$ cat src/rtl/ctrl_pkg.sv
// ctrl_pkg: shared definitions for the buffered control decoder.
//   - opcode localparams (instr[8:6])
//   - state_t     : halt FSM states
//   - ctrl_bundle_t: every decoded field and control bit of one instruction
//   - is_halt()   : recognises the halt encoding
//   - decode()    : 9-bit instruction -> ctrl_bundle_t
package ctrl_pkg;

    localparam logic [2:0] OP_IMM   = 3'b000;
    localparam logic [2:0] OP_REG_A = 3'b001;
    localparam logic [2:0] OP_REG_B = 3'b010;
    localparam logic [2:0] OP_LOAD  = 3'b011;
    localparam logic [2:0] OP_STORE = 3'b100;
    localparam logic [2:0] OP_NOP   = 3'b101;
    localparam logic [2:0] OP_REG_C = 3'b110;
    localparam logic [2:0] OP_JUMP  = 3'b111;

    // The bundle carries an 8-bit immediate; the top zero-extends or
    // trims it to its IMM_W output.
    localparam int BUNDLE_IMM_W = 8;

    typedef enum logic {
        RUN    = 1'b0,
        HALTED = 1'b1
    } state_t;

    typedef struct packed {
        logic [2:0]              op_code;
        logic [2:0]              r1_address;
        logic [2:0]              r2_address;
        logic [2:0]              writen_address;
        logic [BUNDLE_IMM_W-1:0] imm;
        logic [1:0]              function_code;
        logic [4:0]              jump_address;
        logic                    alu_src;
        logic                    writen_src;
        logic                    reg_writen;
        logic                    mem_writen;
        logic                    mem_read;
        logic                    jump_en;
        logic                    halt;
    } ctrl_bundle_t;

    function automatic logic is_halt(input logic [8:0] instr);
        return (instr[8:6] == OP_IMM) && (instr[1:0] == 2'b11);
    endfunction

    function automatic ctrl_bundle_t decode(input logic [8:0] instr);
        ctrl_bundle_t b;
        b                = '0;
        b.op_code        = instr[8:6];
        b.r1_address     = instr[5:3];
        b.writen_address = instr[5:3];
        b.r2_address     = instr[2:0];
        b.function_code  = instr[1:0];
        b.jump_address   = instr[5:1];
        case (instr[8:6])
            OP_IMM: begin
                if (is_halt(instr)) begin
                    b.halt = 1'b1;
                end else begin
                    b.imm        = BUNDLE_IMM_W'(instr[2]);
                    b.alu_src    = 1'b1;
                    b.writen_src = 1'b1;
                    b.reg_writen = 1'b1;
                end
            end
            OP_REG_A, OP_REG_B, OP_REG_C: begin
                b.writen_src = 1'b1;
                b.reg_writen = 1'b1;
            end
            OP_LOAD: begin
                b.mem_read   = 1'b1;
                b.reg_writen = 1'b1;
            end
            OP_STORE: b.mem_writen = 1'b1;
            OP_NOP: ;
            OP_JUMP: begin
                if (!instr[0]) begin
                    b.jump_en = 1'b1;
                end else begin
                    // Register form of 111 takes its register from [3:1]
                    b.r1_address     = instr[3:1];
                    b.writen_address = instr[3:1];
                    b.writen_src     = 1'b1;
                    b.reg_writen     = 1'b1;
                end
            end
            default: ;
        endcase
        return b;
    endfunction

endpackage

$ cat src/rtl/ctrl_inst_fifo.sv
// ctrl_inst_fifo: DEPTH-entry instruction FIFO ({instr, pc} words).
//   clk, srst  : clock, synchronous active-high reset
//   flush      : empties the FIFO at the next edge (wins over push/pop)
//   push/push_data : write one word (caller guarantees !full)
//   pop        : drop the head (caller guarantees !empty)
//   head_data  : current head word, combinational read so the decoder can
//                register the bundle in the same cycle it pops
//   full/empty : occupancy flags
module ctrl_inst_fifo
    import ctrl_pkg::*;
#(
    parameter int DEPTH = 4,
    parameter int W     = 17
) (
    input  logic         clk,
    input  logic         srst,
    input  logic         flush,
    input  logic         push,
    input  logic [W-1:0] push_data,
    input  logic         pop,
    output logic [W-1:0] head_data,
    output logic         full,
    output logic         empty
);

    localparam int PTR_W = $clog2(DEPTH);

    logic [PTR_W-1:0] wr_ptr_reg;
    logic [PTR_W-1:0] rd_ptr_reg;
    logic [PTR_W:0]   count_reg;
    logic [W-1:0]     entry_data [DEPTH];

    // One register per entry; small enough that a mux read beats a RAM.
    genvar gi;
    generate
        for (gi = 0; gi < DEPTH; gi++) begin : g_entry
            logic [W-1:0] data_reg;
            always_ff @(posedge clk) begin
                if (push && (wr_ptr_reg == PTR_W'(gi))) begin
                    data_reg <= push_data;
                end
            end
            assign entry_data[gi] = data_reg;
        end
    endgenerate

    // DEPTH is a power of two, so the pointers wrap naturally.
    always_ff @(posedge clk) begin
        if (srst || flush) begin
            wr_ptr_reg <= '0;
            rd_ptr_reg <= '0;
            count_reg  <= '0;
        end else begin
            if (push) wr_ptr_reg <= wr_ptr_reg + 1'b1;
            if (pop)  rd_ptr_reg <= rd_ptr_reg + 1'b1;
            case ({push, pop})
                2'b10:   count_reg <= count_reg + 1'b1;
                2'b01:   count_reg <= count_reg - 1'b1;
                default: count_reg <= count_reg;
            endcase
        end
    end

    assign head_data = entry_data[rd_ptr_reg];
    assign full      = (count_reg == (PTR_W + 1)'(DEPTH));
    assign empty     = (count_reg == '0);

endmodule

$ cat src/rtl/ctrl_decode_pipe.sv
// ctrl_decode_pipe: buffered instruction decoder with halt/flush control.
//   Clk, Reset           : clock, synchronous active-high reset
//   in_valid/in_instr/in_pc, in_ready : fetch handshake into the FIFO
//   flush                : drop FIFO and output register (redirect)
//   start                : leave HALTED
//   out_valid/out_ready  : bundle handshake towards execute
//   out_pc, op_code .. Halt : registered decoded bundle
//   halted               : core is in HALTED
// Optional: CTRL_DECODE_PERF_EN adds perf_instr / perf_stall saturating
// 16-bit counters (bundles consumed / cycles stalled by execute).
module ctrl_decode_pipe
    import ctrl_pkg::*;
#(
    parameter int DEPTH = 4,
    parameter int PC_W  = 8,
    parameter int IMM_W = 8
) (
    input  logic             Clk,
    input  logic             Reset,
    input  logic             in_valid,
    input  logic [8:0]       in_instr,
    input  logic [PC_W-1:0]  in_pc,
    output logic             in_ready,
    input  logic             flush,
    input  logic             start,
    input  logic             out_ready,
    output logic             out_valid,
    output logic [PC_W-1:0]  out_pc,
    output logic [2:0]       op_code,
    output logic [2:0]       R1_address,
    output logic [2:0]       R2_address,
    output logic [2:0]       Writen_address,
    output logic [IMM_W-1:0] Imm,
    output logic [1:0]       Function_code,
    output logic [4:0]       Jump_address,
    output logic             ALU_src,
    output logic             Writen_src,
    output logic             Reg_writen,
    output logic             Mem_writen,
    output logic             Mem_read,
    output logic             Jump_en,
    output logic             Halt,
    output logic             halted
`ifdef CTRL_DECODE_PERF_EN
    ,
    output logic [15:0]      perf_instr,
    output logic [15:0]      perf_stall
`endif
);

    localparam int FIFO_W = 9 + PC_W;

    state_t          state_reg;
    logic            halt_seen_reg;
    logic            out_valid_reg;
    ctrl_bundle_t    out_bundle_reg;
    logic [PC_W-1:0] out_pc_reg;

    logic [FIFO_W-1:0] fifo_head;
    logic              fifo_full;
    logic              fifo_empty;
    logic              accept;
    logic              consume;
    logic              halt_enter;
    logic              load;

    assign in_ready   = !Reset && (state_reg == RUN) && !halt_seen_reg && !fifo_full;
    assign accept     = in_valid && in_ready && !flush;
    assign consume    = out_valid_reg && out_ready;
    assign halt_enter = consume && out_bundle_reg.halt && (state_reg == RUN) && !flush;
    assign load       = !fifo_empty && (!out_valid_reg || out_ready) && !flush
                        && (state_reg == RUN) && !halt_enter;

    ctrl_inst_fifo #(
        .DEPTH (DEPTH),
        .W     (FIFO_W)
    ) u_fifo (
        .clk       (Clk),
        .srst      (Reset),
        .flush     (flush || halt_enter),   // halt entry also drops storage
        .push      (accept),
        .push_data ({in_instr, in_pc}),
        .pop       (load),
        .head_data (fifo_head),
        .full      (fifo_full),
        .empty     (fifo_empty)
    );

    always_ff @(posedge Clk) begin
        if (Reset) begin
            state_reg      <= RUN;
            halt_seen_reg  <= 1'b0;
            out_valid_reg  <= 1'b0;
            out_bundle_reg <= '0;
            out_pc_reg     <= '0;
        end else if (flush) begin
            // Storage only: a flush never moves the FSM
            out_valid_reg <= 1'b0;
            halt_seen_reg <= 1'b0;
        end else if (state_reg == RUN) begin
            if (accept && is_halt(in_instr)) begin
                halt_seen_reg <= 1'b1;
            end
            if (halt_enter) begin
                state_reg     <= HALTED;
                out_valid_reg <= 1'b0;
            end else if (load) begin
                out_valid_reg  <= 1'b1;
                out_bundle_reg <= decode(fifo_head[FIFO_W-1:PC_W]);
                out_pc_reg     <= fifo_head[PC_W-1:0];
            end else if (out_ready) begin
                out_valid_reg <= 1'b0;
            end
        end else if (start) begin
            state_reg     <= RUN;
            halt_seen_reg <= 1'b0;
        end
    end

    assign out_valid      = out_valid_reg;
    assign out_pc         = out_pc_reg;
    assign op_code        = out_bundle_reg.op_code;
    assign R1_address     = out_bundle_reg.r1_address;
    assign R2_address     = out_bundle_reg.r2_address;
    assign Writen_address = out_bundle_reg.writen_address;
    assign Imm            = IMM_W'(out_bundle_reg.imm);
    assign Function_code  = out_bundle_reg.function_code;
    assign Jump_address   = out_bundle_reg.jump_address;
    assign ALU_src        = out_bundle_reg.alu_src;
    assign Writen_src     = out_bundle_reg.writen_src;
    assign Reg_writen     = out_bundle_reg.reg_writen;
    assign Mem_writen     = out_bundle_reg.mem_writen;
    assign Mem_read       = out_bundle_reg.mem_read;
    assign Jump_en        = out_bundle_reg.jump_en;
    assign Halt           = out_bundle_reg.halt;
    assign halted         = (state_reg == HALTED);

`ifdef CTRL_DECODE_PERF_EN
    logic [15:0] perf_instr_reg;
    logic [15:0] perf_stall_reg;

    // Reset-only clear: a flush must not hide past activity.
    always_ff @(posedge Clk) begin
        if (Reset) begin
            perf_instr_reg <= '0;
            perf_stall_reg <= '0;
        end else begin
            if (consume && (perf_instr_reg != 16'hFFFF)) begin
                perf_instr_reg <= perf_instr_reg + 16'd1;
            end
            if (out_valid_reg && !out_ready && (perf_stall_reg != 16'hFFFF)) begin
                perf_stall_reg <= perf_stall_reg + 16'd1;
            end
        end
    end

    assign perf_instr = perf_instr_reg;
    assign perf_stall = perf_stall_reg;
`endif

endmodule

$ cat config.mk
export PLATFORM = sky130hd
export DESIGN_NAME = ctrl_decode_pipe
export DESIGN_NICKNAME = d
export VERILOG_FILES = /design/src/rtl/ctrl_pkg.sv /design/src/rtl/ctrl_inst_fifo.sv /design/src/rtl/ctrl_decode_pipe.sv
export SDC_FILE = /design/constraint.sdc
export NUM_CORES = 1
export LEC_CHECK = 0
export CORE_ASPECT_RATIO = 0.7
export CORE_UTILIZATION = 26
export CTS_CLUSTER_SIZE = 30
export DETAILED_ROUTE_END_ITERATION = 8
export GPL_TIMING_DRIVEN = 0
export PLACE_DENSITY_LB_ADDON = 0.05
export RECOVER_POWER = 25
export SLEW_MARGIN = 20
export SYNTH_ARGS = -nofsm -noshare
export SYNTH_HDL_FRONTEND = slang
export SYNTH_SLANG_ARGS = --single-unit
$ cat constraint.sdc
create_clock -name Clk -period 3.3 [get_ports Clk]
set_input_delay 0.495 -clock Clk [delete_from_list [all_inputs] [get_ports Clk]]
set_output_delay 0.495 -clock Clk [all_outputs]
set_load 0.005 [all_outputs]
======== Yosys cells after proc, flatten, opt, wreduce, memory -nomap -nowiden ========
Cells that the tools add are included.
storage, ports and cells
  latch bits .............................. 0
  register bits after elaboration ......... 117
  bits in read-only memories .............. 0
  output and inout bits ................... 45
  input bits .............................. 23
  bits in writable memories ............... 0
  memories ................................ 0
  word-level logic and storage cells ...... 119
operators by class
  equal/unequal tests ..................... 15
  shifts and indexed selects .............. 0
  mux-type cells .......................... 28
  divide/modulo/power cells ............... 0
  add/sub/neg operators ................... 4
  multiply operators ...................... 0
  $lt $le $gt $ge ......................... 1
  reductions and logical operators ........ 43
  bitwise operators ....................... 4
operators with widths
  kind                                                  count
  binary-select mux 17 bit (select 2 bit)               1
  2-to-1 mux 17 bit                                     2
  logical AND 1 bit                                     20
  2-to-1 mux 1 bit                                      17
  equality test 3 bit (second input constant)           4
  equality test 2 bit (second input constant)           5
  logical NOT 3 bit                                     3
  2-to-1 mux 3 bit                                      3
  2-to-1 mux 8 bit                                      1
  logical NOT 1 bit                                     7
  equality test 3 x 2 -> 1 bit (second input constant)  2
  case mux 1 bit (3 select lines)                       2
  case mux 3 bit (2 select lines)                       1
  adder 2 x 1 -> 2 bit (second input constant)          2
  equality test 2 x 1 -> 1 bit (second input constant)  2
  AND reduction 2 bit                                   2
  AND reduction 4 bit                                   1
  nonzero test 2 bit                                    2
  OR reduction 4 bit                                    1
  adder 3 x 1 -> 3 bit (second input constant)          1
  equality test 3 x 1 -> 1 bit (second input constant)  1
  >= comparator 3 bit (second input constant)           1
  logical OR 1 bit                                      3
  NOT 1 bit                                             3
  other kinds (8)                                       8

======== Depth between registers and ports, before layout ========
  depth in word-level cells ............... 9
  mapped depth ............................ 10
  depth with buffers taken out ............ 9

======== Modules after synthesis ========
A second synthesis with hierarchy kept.
second synthesis, totals
  cells, all modules ...................... 307
  area, all modules ....................... 4,306.6 sq um
by module, submodules not included
  module            times used  area each (sq um)  sequential area each (sq um)  cells each
  ctrl_inst_fifo    1           2,896.5            2,182.1                       134
  ctrl_decode_pipe  1           1,410.1            620.6                         173

======== Least setup slack after synthesis ========
Ideal clock, no wire load.
  kind .................................... input port to flip-flop
  start ................................... input port out_ready
  end ..................................... register u_fifo.count_reg[2]
  required time ........................... 3.229 ns
  path buffers ............................ 1
  setup time .............................. 0.071 ns
  stages on the path ...................... 10
  path slack .............................. 0.620 ns
  data arrival time ....................... 2.608 ns
  cells stage by stage .................... nand2b_1 > a2111o_1 > inv_2 > clkbuf_1 > ha_1 > inv_1 > fa_1 > xor2_1 > or3_1 > a21oi_1
between the ends
  longest elaborated chain between the ends .. 8
  elaborated cells between the ends (all ways) .. 16
  those cells by class .................... eq/ne: 2; mux: 1; reduce/logical: 13
RTL lines
  item                                                                   line                    source
  from (decl)                                                            ctrl_decode_pipe.sv:26  input logic out_ready,
  logical AND 1 bit                                                      ctrl_decode_pipe.sv:69  assign consume = out_valid_reg && out_ready;
  logical AND 1 bit (3 in a row)                                         ctrl_decode_pipe.sv:70  assign halt_enter = consume && out_bundle_reg.halt && (state_reg == RUN) && !flush;
  logical NOT 1 bit                                                      ctrl_decode_pipe.sv:72  && (state_reg == RUN) && !halt_enter;
  logical AND 1 bit                                                      ctrl_decode_pipe.sv:72
  equality test 2 x 1 -> 1 bit or equality test 2 bit (tied branches)    ctrl_inst_fifo.sv:56    case ({push, pop})
  case mux 3 bit (2 select lines) or nonzero test 2 bit (tied branches)  n/a
  to (signal assigned)                                                   ctrl_inst_fifo.sv:57    2'b10: count_reg <= count_reg + 1'b1;
  to (signal assigned)                                                   ctrl_inst_fifo.sv:58    2'b01: count_reg <= count_reg - 1'b1;
  to (signal assigned)                                                   ctrl_inst_fifo.sv:59    default: count_reg <= count_reg;
  to (decl)                                                              ctrl_inst_fifo.sv:30    logic [PTR_W:0] count_reg;
Parallel ways exist; a longest one is shown, timed or not.
A chain may end at the register's enable or synchronous reset.

======== Worst setup path in the final report ========
  start ................................... input port Reset
  end ..................................... register u_fifo.g_entry[3].data_reg[7], enable pin
between the ends
  longest elaborated chain between the ends .. 7
RTL lines
  item                            line                    source
  from (decl)                     ctrl_decode_pipe.sv:19  input logic Reset,
  logical NOT 1 bit               ctrl_decode_pipe.sv:67  assign in_ready = !Reset && (state_reg == RUN) && !halt_seen_reg && !fifo_full;
  logical AND 1 bit (3 in a row)  ctrl_decode_pipe.sv:67
  logical AND 1 bit (2 in a row)  ctrl_decode_pipe.sv:68  assign accept = in_valid && in_ready && !flush;
  logical AND 1 bit               ctrl_inst_fifo.sv:39    if (push && (wr_ptr_reg == PTR_W'(gi))) begin
  to (signal assigned)            ctrl_inst_fifo.sv:40    data_reg <= push_data;
  to (decl)                       ctrl_inst_fifo.sv:37    logic [W-1:0] data_reg;
No other way between the ends.

==> key figures <==
Drt
  – Vias/cell: 4.19
  – DRC violations left: 0
  – Vias: 2532
  – Initial DRC count: 147
  – Post-DRT Antenna Nets: 0
  – DR pass1 iterations: 4
  – Average wire per standard cell: 15.2 um
  – Routed WL: 9170 um

Power and ir drop
  – Worst vdd ir: 195 uV
  – Combinational power share: 0.047
  – Pint: 2.08 mW
  – Cell Pwr Density: 486 nW/um^2
  – Leak: 1.74 nW
  – Pwr Total: between 2 and 3 mW
  – Clock Power Share: 0.414
  – Sw Share: 0.213
  – Register share of total power: 0.539
  – NetSw: 0.565 mW

Layout
  – Multi-input gate area: around 1300 um^2
  – Post-route design area: 5450 um^2
  – Proportion of layout cells with a drive suffix above 1: 0.146
  – Diode count: 0
  – Most frequent cells in the layout: 68 x edfxtp_1, 46 x clkdlybuf4s50_1, 42 x nand2_1, 38 x dfxtp_1, 28 x a21oi_1
  – Number of flip-flops in the largest register: 68
  – Commonest non-fill, non-tap cell in the layout: edfxtp_1
  – Filler Cell Count: approximately 1500
  – Synthesis-to-finish area growth: 28.3%
  – Nets: around 410
  – Final non-filler cell total: 604
  – FF+latch area: 2800 um^2

Timing
  – Final Hold Violating Endpoints: 0
  – Final setup margin: 393 ps
  – Slew headroom: 0.350
  – Max-slew violations: 0
  – Setup-failing EPs final: 0
  – Hold_ws: 456 ps
  – Worst-margin pin slew: 975 ps
  – Max Freq: 0.344 GHz
  – RSZ-0062 raised after global routing: no
  – Tcrit/Tclk final: 0.881
  – Fin Clk Skew: 13.1 ps
  – Post-route minimum period: 2910 ps

Place
  – Placed Cells: 589
  – Placed inst area: 5140 um^2
  – Gpl congestion: between 0.6 and 0.7
  – Placed wire-length estimate: roughly 6500 um
  – Setup WS pre-CTS: -369 ps
  – PortBufs: 60

Die
  – Initial Util: 0.270
  – Die Area: 16900 um^2
  – Rows: 38
  – Die H: 109 um
  – CORE AREA: 15700 um^2
  – Die width: 155 um
  – Ports: 68

Logic synthesis
  – Yosys cell types: 41
  – FFs w/ async S/R, synth: 0
  – Gate count of the mapped netlist: roughly 300
  – Synth Cell Area: 4250 um^2
  – Sequential area share after synthesis: 0.660
  – Synth Area in Adders: 0.0194
  – Syn Area/Cell: 14.0 um^2
  – Number of synthesis warnings: 0
  – Post-Synth Simple-Gate Area: 0.0878
  – Post-synthesis xor/xnor area fraction: 0.00825
  – FF+latch count, synth: 106
  – Main synth FF type: edfxtp_1
  – Post-synth EDFFs: 68
  – Main combinational cell family by area after synthesis: multiplexers
  – Mux cell area share after synthesis: 0.0996
  – Synth Area in Compound Gates: 0.0745

Worst setup path
  – CP max stage delay: 860 ps
  – Critical R2R Launch: halted
  – Max FO, Critical Path: 17
  – Reg2Reg Setup Slack: 640 ps
  – Crit path launch type: primary input
  – CP arrival: between 2000 and 3000 ps
  – Crit Path Class: primary input to flip-flop
  – R2R depth: 3
  – Crit-path cells: clkdlybuf4s50_1, or3_1, a2111oi_4, and2_1
  – Critical-path top delay cell: and2_1
  – Worst R2R End: u_fifo.g_entry[3].data_reg[7]
  – Worst setup EP type: flip-flop
  – Critical Path RT: 3270 ps

Clock tree
  – Root Buffer Master: clkbuf_16
  – H-tree levels: 3
  – Skew-Pair Late Insertion Delay: 350 ps
  – CTS tree: built
  – CTS-repair resized insts: 0
  – Post-CTS Repair Setup Buffers: 0
  – Clk slew on worst S/H paths: 70 ps
  – Hold_buf cts: 0
  – CTS Buffer Depth: 2
  – Cts bufs inserted: 9
  – Sink Count: ~110

Min path
  – Worst hold path type: flip-flop to flip-flop
  – Hold_sp: out_pc[7]
  – Worst hold path endpoint: out_pc[7]
  – WHS Path Cells: 2

Status
  – Status: finished clean

Global route
  – Initial antenna violation count: 0
  – GRT overflow: 0
  – Vias in the first global route: 2570
  – Total global-route track usage: 0.117
  – Largest net degree at the start of global routing: 20
  – First-pass GRT wire length: 14400 um

Run
  – Max-cap violations: 0
final cells by class:
| type | instances | share of cell area |
|---|---|---|
| Timing Repair Buffer | 60 | 0.110 |
| Buffer | 27 | 0.0303 |
| Inverter | 11 | 0.00758 |
| Clock inverter | 7 | 0.0152 |
| Tap cell | 220 | 0.0505 |
| Sequential cell | 106 | 0.514 |
| Clock buffer | 9 | 0.0413 |
| Multi-Input combinational cell | 164 | 0.231 |
power groups by stage:
stage	clock, mW	combinational [mW]	sequential [mW]
after global placement	0	0.130	1.46
after detailed placement	0	0.131	1.46
final	1.10	0.125	1.43
after floorplan	0	0.0593	1.46
after CTS	1.13	0.131	1.43
after global routing	1.18	0.138	1.43
cells in the mapped netlist (2+ instances only):
cell type	n	area [um^2]
buf_2	3	15.0
buf_4	14	105
a211oi_1	4	30.0
edfxtp_1	68	2040
clkbuf_1	10	37.5
ha_1	5	62.6
mux2i_1	4	40.0
mux4_2	17	383
or3_1	5	31.3
a21oi_1	28	140
a21boi_0	2	15.0
nand2_1	42	158
nor2_1	13	48.8
inv_1	10	37.5
xnor2_1	2	17.5
nand4_1	2	12.5
a2111oi_4	2	55.1
dfxtp_1	38	761
xor2_1	2	17.5
nand2b_1	2	12.5
o21ai_0	4	20.0
nor3_1	2	10.0
and2_1	4	25.0
nand3_1	3	15.0
worst max path at each step:
stage,from,endpoint,slack (ps),cells past startpoint
floorplan,out_ready,u_fifo.count_reg[2],620,10
global placement,out_ready,u_fifo.count_reg[2],-340,11
detailed placement,out_ready,u_fifo.count_reg[2],-370,11
CTS,Reset,u_fifo.g_entry[3].data_reg[7],300,4
global route,Reset,u_fifo.g_entry[2].data_reg[9],200,4
finish,Reset,u_fifo.g_entry[3].data_reg[7],390,4
worst max-delay path: cells and delay by family:
family | cells | cell delay [ps]
buf+inv | 1 | 510
simple gates | 2 | 1280
compound gates | 1 | 580
metrics by stage:
stage | TNS [ps] | utilization
6_report | 0 | 0.346
5_1_grt | 0 | 0.346
4_1_cts | 0 | 0.346
3_5_place_dp | -3880 | 0.327
3_3_place_gp | -6360 | 0.327
2_1_floorplan | 0 | -
metal layers:
layer  vias to the layer above  wire length (um)  track usage
li1                       1244                 -            -
met1                      1230              4800        0.163
met2                        51              3990        0.177
met3                         7               297       0.0334
met4                         0                88       0.0339
met5                         -                 0            0
logic make-up (layout without fill, tap and decap cells):
group	count (synthesis)	count (layout)
flops	106	106
mux	21	21
xor+xnor	4	4
other cells	1	7
buf+inv	39	114
compound gates	46	46
fa+ha+maj	6	6
simple gates	80	80
(Power assumes the default switching activity.)
==> patch 1, RTL diff (same flow settings) <==
Build with the macro `CTRL_DECODE_PERF_EN` defined.
--- a/src/rtl/ctrl_decode_pipe.sv
+++ b/src/rtl/ctrl_decode_pipe.sv
@@ -9,4 +9,6 @@
 // Optional: CTRL_DECODE_PERF_EN adds perf_instr / perf_stall saturating
 // 16-bit counters (bundles consumed / cycles stalled by execute).
+`define CTRL_DECODE_PERF_EN
+
 module ctrl_decode_pipe
     import ctrl_pkg::*;
Behaviour (old outputs only; new: perf_instr and perf_stall): unchanged (equiv_simple and equiv_induct, registers matched by name and starting in step).
==> patch 1 against the original RTL <==
  * Wire length is 63% higher
  * Combinational power is 9.6% higher
  * Register-to-register slack worse by 100 ps
  * Sequential cell count is 32 higher
  * Total power is 48% higher
  * Sequential share of layout area is 6.7 points lower
  * Synthesized area is 36% higher
  * Worst setup slack worse by 120 ps
  * Fmax is 3.8% lower
  * Worst hold slack worse by 2.9 ps
  * Cell area is 41% higher
==> patch 1: results (changes against the original RTL) <==
- Outcome: complete, no violations (unchanged)
- Share of cells above drive strength 1: 12.4% (was 14.6%)
- Final HPWL DP: 10.6 mm (was 6.52 mm)
- Setup crit start: out_ready (was Reset)
- Sequential share of the synthesized area: 59.6% (was 66.0%)
- Max reg flops: 68 (unchanged)
- Hold Startpoint: out_pc[7] (unchanged)
- Antenna cells: 0 (unchanged)
- Commonest cells post-synth: dfxtp_1, edfxtp_1, nor2_1 (was edfxtp_1, nand2_1, dfxtp_1)
- Highest routed metal layer: met4 (unchanged)
- Slew HR: 33.5% (was 35.0%)
- PortBufs: 91 (was 60)
- Min-Delay Path Class: flop to flop (unchanged)
- Post-CTS Setup Bufs: 0 (unchanged)
- Worst r2r src: u_fifo.count_reg[1] (was halted)
- Clk Latency, worst-skew pair: 420 ps (was 350 ps)
- Num CTS Buffers: 17 (was 9)
- Final Net Count: 632 (was 408)
- # resized after CTS: 1 (was 0)
- Reg-to-reg endpoint: u_fifo.g_entry[3].data_reg[1] (was u_fifo.g_entry[3].data_reg[7])
- Vias in the first global route: 4024 (was 2570)
- Detailed Routing Iterations Pass 1: 5 (was 4)
- Routed wl met2: 6.26 mm (was 3.99 mm)
- VDD IR max: 0.297 mV (was 0.195 mV)
- Placed inst area: 7060 µm² (was 5140 µm²)
- Maximum fanout along the worst path: 10 (was 17)
- Largest net degree at the start of global routing: 18 (was 20)
- Critical Path Source Type: input pin (unchanged)
- Root Buffer: clkbuf_16 (unchanged)
- Synth top area cells: edfxtp_1, dfxtp_1, mux4_2 (unchanged)
- Reg2reg path depth: 5 (was 3)
- CP endpoint: u_fifo.count_reg[2] (was u_fifo.g_entry[3].data_reg[7])
- Routed wl met3: 699 µm (was 297 µm)
- WL met1: 7.85 mm (was 4.80 mm)
- Yosys warning count: 0 (unchanged)
- Met2 global-route usage: 19.5% (was 17.7%)
- R2R setup slack: 540 ps (was 640 ps)
- Post-DR vias/cell: 4.49 (was 4.19)
- Slowest CP cell: clkdlybuf4s50_1 (was and2_1)
- Worst Skew: 14.3 ps (was 13.1 ps)
- Worst hold path depth: 2 (unchanged)
- CTS Buffer Depth: 2 (unchanged)
- Initial DRC Count: 260 (was 147)
- Hold Crit Endpoint: out_pc[7] (unchanged)
- Fill count: 2183 (was 1542)
- Slowest stage delay, CP: 590 ps (was 860 ps)
- Post-synth EDFFs: 68 (unchanged)
- Worst path arrival time: 3360 ps (was 2870 ps)
- Synth cell types: 52 (was 41)
- GP Congestion: 0.743 (was 0.649)
- Pleak: 2.50 nW (was 1.74 nW)
- Post-synth ARST share: 0% (unchanged)
- Met3 Usage GRT: 3.70% (was 3.34%)
- Grt met1 use: 19.6% (was 16.3%)
- H-tree Lvls: 4 (was 3)
- Routed WL: 15.0 mm (was 9.17 mm)
- First-pass GRT wire length: 23.1 mm (was 14.4 mm)
- GRT Total Usage: 13.6% (was 11.7%)
[patch 1: cell types whose count changed after synthesis, sizes merged, moves of 6 or more]
cell | before | now
buf | 18 | 24
nor2 | 13 | 57
xnor2 | 2 | 23
nor3 | 2 | 11
dfxtp | 38 | 70
nor4 | 1 | 7
nand3 | 3 | 14
nand4 | 3 | 10
[patch 1: where the power goes]
group / switching (mW) / internal [mW]
combinational: 0.0774 / 0.0599
sequential: 0.00623 / 1.81
clock: 0.759 / 1.21
[patch 1: critical path, delay by kind of cell]
family,cells,cell delay (ps)
buf+inv,5,1310
simple gates,3,660
fa+ha+maj,2,580
xor+xnor,1,160
compound gates,1,130
[patch 1: logic make-up after synthesis]
kind of cell,count (synthesis),synth area share (%)
muxes,23,7.87
and+or+nand+nor,172,14.8
xor gates and xnor gates,29,4.40
other,1,0.0650
DFF,138,59.6
AOI/OAI and AO/OA,62,6.94
adders and majority gates,8,1.86
buffers and inverters,50,4.46
[patch 1: stage by stage]
step / hold WS, ps / worst slack [ps] / std cells / util (%)
floorplan: 453 / 722 / 489 / -
global placement: 446 / -565 / 862 / 32.5
detailed placement: 447 / -541 / 862 / 32.5
CTS: 455 / 13.4 / 894 / 35.3
global route: 472 / 45.2 / 896 / 35.4
finish: 453 / 278 / 896 / 35.4
[patch 1: area by class of cell]
| type | instances | area, µm² | area share, % |
|---|---|---|---|
| multi-input cells | 301 | 2090 | 27.2 |
| flip-flops and latches | 138 | 3440 | 44.8 |
| well taps | 282 | 353 | 4.59 |
| repair buffers | 93 | 926 | 12.0 |
| clock inverters | 14 | 170 | 2.21 |
| inverters | 15 | 56.3 | 0.732 |
| clock buffers | 18 | 439 | 5.71 |
| plain buffers | 35 | 206 | 2.69 |
==> patch 2, RTL diff (same settings) <==
Without the edit above. `DEPTH` is set to 4 in 2 places; all go to 8.
--- a/src/rtl/ctrl_inst_fifo.sv
+++ b/src/rtl/ctrl_inst_fifo.sv
@@ -10,5 +10,5 @@
     import ctrl_pkg::*;
 #(
-    parameter int DEPTH = 4,
+    parameter int DEPTH = 8,
     parameter int W     = 17
 ) (
--- a/src/rtl/ctrl_decode_pipe.sv
+++ b/src/rtl/ctrl_decode_pipe.sv
@@ -12,5 +12,5 @@
     import ctrl_pkg::*;
 #(
-    parameter int DEPTH = 4,
+    parameter int DEPTH = 8,
     parameter int PC_W  = 8,
     parameter int IMM_W = 8
Function: changed (Yosys sat finds a counterexample within 10 cycles, from zero or initial values and one cycle with Reset high).
==> patch 2 against the original RTL <==
  * Total power rose by 75%
  * Critical path depth rose by 9
  * Cell area rose by 62%
  * Non-clock buffer count rose by 9
  * Worst setup slack got worse by 190 ps
  * Register-to-register slack got worse by 420 ps
  * Synthesized area rose by 68%
  * Sequential cell count rose by 71
  * Largest cell class unchanged
  * Wire length rose by 98%
  * Critical path type unchanged
  * Largest power group unchanged
==> patch 2: results (changes against the original RTL) <==
- VDD IR max: 0.336 mV (was 0.195 mV)
- Compound-cell area share of the yosys netlist: 4.87% (was 7.45%)
- Dpl cells: 866 (was 589)
- Final Net Count: 554 (was 408)
- Synth top area cells: edfxtp_1, dfxtp_1, mux4_2 (unchanged)
- Outcome: complete, no violations (unchanged)
- Worst Skew: 11.6 ps (was 13.1 ps)
- Commonest cells post-synth: edfxtp_1, nor2_1, dfxtp_1 (was edfxtp_1, nand2_1, dfxtp_1)
- Clk Latency, worst-skew pair: 440 ps (was 350 ps)
- Post-DR vias/cell: 4.40 (was 4.19)
- Sequential share of the synthesized area: 68.7% (was 66.0%)
- Final HPWL DP: 11.4 mm (was 6.52 mm)
- Largest net degree at the start of global routing: 18 (was 20)
- GRT Total Usage: 13.5% (was 11.7%)
- Max reg flops: 136 (was 68)
- Vias in the first global route: 4089 (was 2570)
- Initial DRC Count: 203 (was 147)
- Setup crit start: out_ready (was Reset)
- GP Congestion: 0.697 (was 0.649)
- PortBufs: 59 (was 60)
- Share of cells above drive strength 1: 21.4% (was 14.6%)
- H-tree Lvls: 4 (was 3)
- Maximum fanout along the worst path: 13 (was 17)
- Reg2reg path depth: 13 (was 3)
- Internal power: 3.61 mW (was 2.08 mW)
- Post-Synth Adder-Cell Area: 2.03% (was 1.94%)
- Post-synth EDFFs: 136 (was 68)
- Routed WL: 18.2 mm (was 9.17 mm)
- Synth cell types: 55 (was 41)
- Post-synthesis xor/xnor area fraction: 0.736% (was 0.825%)
- Post-synthesis cell count: 436 (was 303)
- Fill count: 2628 (was 1542)
- Num CTS Buffers: 17 (was 9)
- Worst Tran Pin Value: 948 ps (was 975 ps)
- Pleak: 2.85 nW (was 1.74 nW)
==> patch 2: layout make-up <==
class | instances | share of cell area [%]
Inverter | 13 | 0.608
Buffer | 36 | 2.72
Tap cell | 364 | 5.15
Multi-Input combinational cell | 215 | 22.6
Clock buffer | 22 | 5.86
Clock inverter | 10 | 0.750
Timing Repair Buffer | 60 | 6.85
Sequential cell | 177 | 55.5
==> patch 2: how the worst min path moves through the flow <==
stage,slack (ps),to,from,depth (start not counted)
after global routing,480,Imm[0],Imm[0],2
after floorplan,450,Imm[0],Imm[0],2
after detailed placement,450,Imm[0],Imm[0],2
after CTS,460,Imm[0],Imm[0],2
after global placement,450,Imm[0],Imm[0],2
final,460,Imm[0],Imm[0],2
==> patch 2: kinds of logic (layout without fill, tap and decap cells) <==
| group | count (synthesis) | in the layout |
|---|---|---|
| fa+ha+maj | 11 | 11 |
| flops | 177 | 177 |
| mux | 44 | 44 |
| buf+inv | 50 | 141 |
| compound gates | 44 | 44 |
| simple gates | 103 | 103 |
| other cells | 1 | 7 |
| xor+xnor | 6 | 6 |
==> patch 2: per-stage QoR <==
stage | power, mW | util, % | instance area [µm²] | setup slack (ps)
after global routing | 4.78 | 33.0 | 8850 | 24.7
after global placement | 2.65 | 30.6 | 8210 | -693
after detailed placement | 2.66 | 30.7 | 8240 | -720
after CTS | 4.67 | 32.9 | 8830 | 69.0
after floorplan | 2.55 | - | 7170 | 137
final | 4.62 | 33.0 | 8850 | 208
==> patch 2: metal layers <==
| layer | GRT usage, % | share of wire [%] |
|---|---|---|
| met1 | 18.7 | 50 |
| met5 | 0 | 0 |
| met2 | 20.8 | 46 |
| met4 | 3.52 | 0.83 |
| met3 | 3.42 | 3.2 |
==> patch 2: critical path, stage by stage <==
cell             delay, ps
clkdlybuf4s50_1        530
nand2b_1                70
a2111o_1               410
buf_2                  210
inv_6                  160
buf_6                  220
ha_1                   230
ha_1                   240
a21o_1                 180
a21oi_1                160
xnor2_1                 90
or3_1                  300
a21oi_1                140
==> patch 2: power by group through the flow <==
stage / Sequential, mW / Combinational (mW) / Clock (mW)
4_1_cts: 2.42 / 0.187 / 2.06
6_report: 2.42 / 0.181 / 2.02
3_3_place_gp: 2.47 / 0.182 / 0
2_1_floorplan: 2.47 / 0.0822 / 0
5_1_grt: 2.42 / 0.198 / 2.16
3_5_place_dp: 2.47 / 0.186 / 0
==> patch 2: timing repair <==
item                       CTS  global route
setup buffers                0             0
setup endpoints to repair    3             1
resized for setup            2             7
